## src/rtl/gps_uart_rx.sv

```systemverilog
// 8N1 serial receiver for the GPS NMEA stream: synchronises rx, qualifies the start bit,
// samples each bit at mid-cell and strobes every correctly framed byte out on char/valid.
`timescale 1ns/1ps

module gps_uart_rx #(
  parameter int unsigned CLK_FREQ = 50_000_000,
  parameter int unsigned BAUD     = 9600
) (
  input  logic       clk,
  input  logic       rst,
  input  logic       rx,
  output logic [7:0] char,
  output logic       valid,
  output logic       frame_err,
  output logic       busy
);

  localparam int unsigned CLKS_PER_BIT = CLK_FREQ / BAUD;
  localparam int unsigned HALF         = CLKS_PER_BIT / 2;
  localparam int unsigned CNT_W        = $clog2(CLKS_PER_BIT);

  localparam logic [CNT_W-1:0] CNT_LAST = CNT_W'(CLKS_PER_BIT - 1);
  localparam logic [CNT_W-1:0] CNT_MID  = CNT_W'(HALF - 1);
  localparam logic [CNT_W-1:0] CNT_ONE  = CNT_W'(1);

  typedef enum logic [2:0] {
    S_IDLE,
    S_START,
    S_DATA,
    S_STOP,
    S_BREAK
  } state_e;

  state_e           state_q, state_d;
  logic [1:0]       sync_q, sync_d;
  logic [CNT_W-1:0] cnt_q, cnt_d;
  logic [2:0]       bit_idx_q, bit_idx_d;
  logic [7:0]       shreg_q, shreg_d;
  logic [7:0]       char_q, char_d;
  logic             valid_q, valid_d;
  logic             frame_err_q, frame_err_d;
  logic             busy_q, busy_d;
  logic             rx_s;

  // State and datapath registers; synchroniser resets to the idle-high line level.
  always_ff @(posedge clk or negedge rst) begin
    if (!rst) begin
      state_q     <= S_IDLE;
      sync_q      <= 2'b11;
      cnt_q       <= '0;
      bit_idx_q   <= 3'd0;
      shreg_q     <= 8'h00;
      char_q      <= 8'h00;
      valid_q     <= 1'b0;
      frame_err_q <= 1'b0;
      busy_q      <= 1'b0;
    end else begin
      state_q     <= state_d;
      sync_q      <= sync_d;
      cnt_q       <= cnt_d;
      bit_idx_q   <= bit_idx_d;
      shreg_q     <= shreg_d;
      char_q      <= char_d;
      valid_q     <= valid_d;
      frame_err_q <= frame_err_d;
      busy_q      <= busy_d;
    end
  end

  // Next-state and output logic.
  always_comb begin
    state_d     = state_q;
    sync_d      = {sync_q[0], rx};
    cnt_d       = cnt_q;
    bit_idx_d   = bit_idx_q;
    shreg_d     = shreg_q;
    char_d      = char_q;
    valid_d     = 1'b0;
    frame_err_d = 1'b0;
    rx_s        = sync_q[1];

    unique case (state_q)
      S_IDLE: begin
        cnt_d = '0;
        if (!rx_s) state_d = S_START;
      end
      S_START: begin
        cnt_d = cnt_q + CNT_ONE;
        // Re-check the line half a bit in; anything shorter is treated as a glitch.
        if (cnt_q == CNT_MID) begin
          cnt_d     = '0;
          bit_idx_d = 3'd0;
          state_d   = rx_s ? S_IDLE : S_DATA;
        end
      end
      S_DATA: begin
        cnt_d = cnt_q + CNT_ONE;
        if (cnt_q == CNT_LAST) begin
          shreg_d = {rx_s, shreg_q[7:1]};
          cnt_d   = '0;
          if (bit_idx_q == 3'd7) state_d = S_STOP;
          else                   bit_idx_d = bit_idx_q + 3'd1;
        end
      end
      S_STOP: begin
        cnt_d = cnt_q + CNT_ONE;
        if (cnt_q == CNT_LAST) begin
          cnt_d = '0;
          if (rx_s) begin
            char_d  = shreg_q;
            valid_d = 1'b1;
            state_d = S_IDLE;
          end else begin
            frame_err_d = 1'b1;
            state_d     = S_BREAK;
          end
        end
      end
      S_BREAK: begin
        // Hold off start detection until the line has returned high.
        cnt_d = '0;
        if (rx_s) state_d = S_IDLE;
      end
      default: state_d = S_IDLE;
    endcase

    busy_d = (state_d == S_DATA) || (state_d == S_STOP);
  end

  assign char      = char_q;
  assign valid     = valid_q;
  assign frame_err = frame_err_q;
  assign busy      = busy_q;

endmodule

```

## config.mk

```make
export PLATFORM = sky130hd
export DESIGN_NAME = gps_uart_rx
export DESIGN_NICKNAME = d
export VERILOG_FILES = /design/src/rtl/gps_uart_rx.sv
export SDC_FILE = /design/constraint.sdc
export NUM_CORES = 1
export LEC_CHECK = 0
export ABC_CLOCK_PERIOD_IN_PS = 2600
export CELL_PAD_IN_SITES_DETAIL_PLACEMENT = 0
export CELL_PAD_IN_SITES_GLOBAL_PLACEMENT = 2
export CORE_ASPECT_RATIO = 1.5
export CORE_UTILIZATION = 39
export DETAILED_ROUTE_END_ITERATION = 6
export MAX_ROUTING_LAYER = met4
export PLACE_DENSITY = 0.85
export SYNTH_ARGS = -nofsm -noshare
export SYNTH_HDL_FRONTEND = slang
export SYNTH_SLANG_ARGS = --single-unit
```

## constraint.sdc

```tcl
create_clock -name clk -period 2.6 [get_ports clk]
set_input_delay 0.39 -clock clk [delete_from_list [all_inputs] [get_ports clk]]
set_output_delay 0.39 -clock clk [all_outputs]
set_load 0.05 [all_outputs]
```

==> reports/results.ini <==
[status]
outcome=completed

[global_route]
track_usage_pct=17.4
grt.overflow.total=0
grtUsageMet1_pct=19.6
antenna_found_initial=0
top_usage_layer=met2
grt_pass1_wl_um=6870
met3_usage_pct=4.32
grt_use_met2_pct=28.1
grt_max_degree=41
first_global_vias=1412

[critical_path]
slowest_delay_ps=400
arrival_ps=2250
cp.required_ps=2780
regToRegStartpoint=cnt_q[0]
cp-end-kind=flop
reg2reg_depth=5
rr_endpoint=char[4]
cpMaxStageDelayCell=dfrtp_1
critPathKind=flop to flop
cp_cell_sequence=ha_1 -> and4bb_2 -> nand3_4 -> nor3_4 -> mux2_2
cp-start-kind=flop
regToRegSetupSlack_ps=530
path_max_fanout=8

[logic_synthesis]
yosysSeqAreaShare_pct=49.9
synth_area_um2=2010
synth_nets=185
async_flop_share_pct=100
synthFlopType=dfrtp_1
synth-seq-cells=40
synth-edff-count=0
syn_area_per_cell_um2=11.2
synth.distinct_cells=44
yosysWarnings=0
syn_inst=179

[sta]
finalSetupViolCount=0
rsz0062_at_grt=no
hold_viol=0
tns_ps=0
holdWs_ps=209
period_needed_ps=2070
worstMarginPinSlew_ps=874
slew_violations=0
final.setup_skew_ps=8.45
max-slew-margin-rel_pct=41.8
timing.final.crit_share_pct=79.7
fmax_ghz=0.483

[cts]
ctsHoldBuffers=0
ctsResizeCount=0
cts.reportedPaths.clkPinSlew_ps=80
htreeDepth=2
post-cts-setup-buffer-count=0
numClockSinks=40
clockRootBuffer=clkbuf_8
cts_made_buffers=5
clk_path_buf_depth=2
cts_tree=built
clock_latency_ps=300

[die]
die_width_um=60.6
fp.dieArea_um2=5450
initial_core_util_pct=41.1
rows=31
io_pins=14
die_h_um=89.9
coreArea_um2=4890

[pwr]
p_leak_uw=0.000978
power.density_nw_per_um2=463
power_frac_comb_pct=1.5
p_int_uw=814
p_seq_share_pct=59.7
p_switching_uw=236
swShare_pct=22.5
clockPowerShare_pct=38.9
ir_drop_uv=244

[drt]
vias=1468
viasPerCell=5.67
first_pass_iters=5
ant_nets=0
drc_errors=0
drt_wl_total_um=4040
initialDrtViolationCount=23
drt-wirelength-per-cell_um=15.6

[cells_and_area]
layout_commonest_cell=dfrtp_1
diodes=0
fin_nets=198
drive_gt1_share_pct=20.7
nFillCells=480
fin_area_um2=2260
areaGrowthSynthToFinish_pct=12.7
most-common-layout-cells=dfrtp_1 (38), nand2_1 (18), mux2_2 (17), o21ai_0 (12), clkdlybuf4s50_1 (12)

[run]
maxCapViolations=0

[hold_path]
min_path_type=input pin to asynchronous set/reset pin

[placed_design]
placed_area_um2=2180
dp_hpwl_um=2970
gp_congestion=0.760
port_buffers=13

## worst max-delay path, delay by kind of cell (launching register included)
kind / cells / cell delay, ps
adder cells (fa/ha/maj): 1 / 280
flip-flops: 1 / 400
multiplexers: 1 / 390
AND/OR/NAND/NOR: 3 / 880
## final cells by class
type | count | area [um2] | area share (%)
flip-flops and latches | 40 | 1000 | 44.3
clock buffers | 5 | 68.8 | 3.04
well taps | 66 | 82.6 | 3.65
inverters | 2 | 7.51 | 0.331
repair buffers | 15 | 140 | 6.19
multi-input cells | 128 | 943 | 41.7
clock inverters | 3 | 18.8 | 0.829
## sequential cells by signal (all words and copies together) (netlist names)
signal and flops:
sync_q 2, char 8, valid 1, shreg_q 8, bit_idx_q 3, frame_err 1
state_q 3, cnt_q 13, busy 1
## cell usage after synthesis (5+ instances only)
cell       n  area (um2)
nor2_1     5        18.8
o211ai_1   5        37.5
dfrtp_1   38         951
nor3_1     5        25.0
nand2_1   18        67.6
nand3_1    5        25.0
nand4_1    6        37.5
o21ai_0   12        60.1
or3_1      6        37.5
mux2_2    17         191
## through the flow
| stage | setup WS, ps | power [uW] | util, % | std cells |
|---|---|---|---|---|
| final | 529 | 1050 | 46.3 | 259 |
| after global routing | 442 | 1080 | 46.3 | 259 |
| after CTS | 506 | 1060 | 46.3 | 259 |
| after detailed placement | 525 | 655 | 44.5 | 251 |
| after global placement | 634 | 655 | 44.5 | 251 |
| after floorplan | 753 | 639 | - | 179 |
## kinds of logic after synthesis
kind of cell / Yosys count / share of synthesized area [%]
flip-flops: 40 / 49.9
multiplexers: 20 / 11.6
AO/OA/AOI/OAI: 34 / 10.8
AND/OR/NAND/NOR: 71 / 22.6
buffers and inverters: 11 / 3.11
adder cells (fa/ha/maj): 3 / 1.87
## power groups by stage
stage / logic [uW] / clock network, uW / registers, uW
finish: 15.3 / 408 / 626
global placement: 16.2 / 0 / 638
CTS: 16.7 / 421 / 626
global route: 18.3 / 440 / 626
detailed placement: 16.6 / 0 / 638
floorplan: 1.51 / 0 / 638
## layer usage
metal  routed length, um  up-vias
li1                    -      694
met1                1650      736
met2                2180       32
met3                 124        6
met4                  89        0
met5                   0        -
## worst max-delay path by stage
stage                   from  endpoint  slack (ps)  cells after the start
floorplan           cnt_q[0]   char[0]         750                      5
global placement    cnt_q[0]   char[5]         630                      5
detailed placement  cnt_q[0]   char[4]         520                      5
CTS                 cnt_q[0]   char[4]         510                      5
global route        cnt_q[0]   char[5]         440                      5
finish              cnt_q[0]   char[4]         530                      5
No activity file was read; power rests on OpenSTA's default activity.
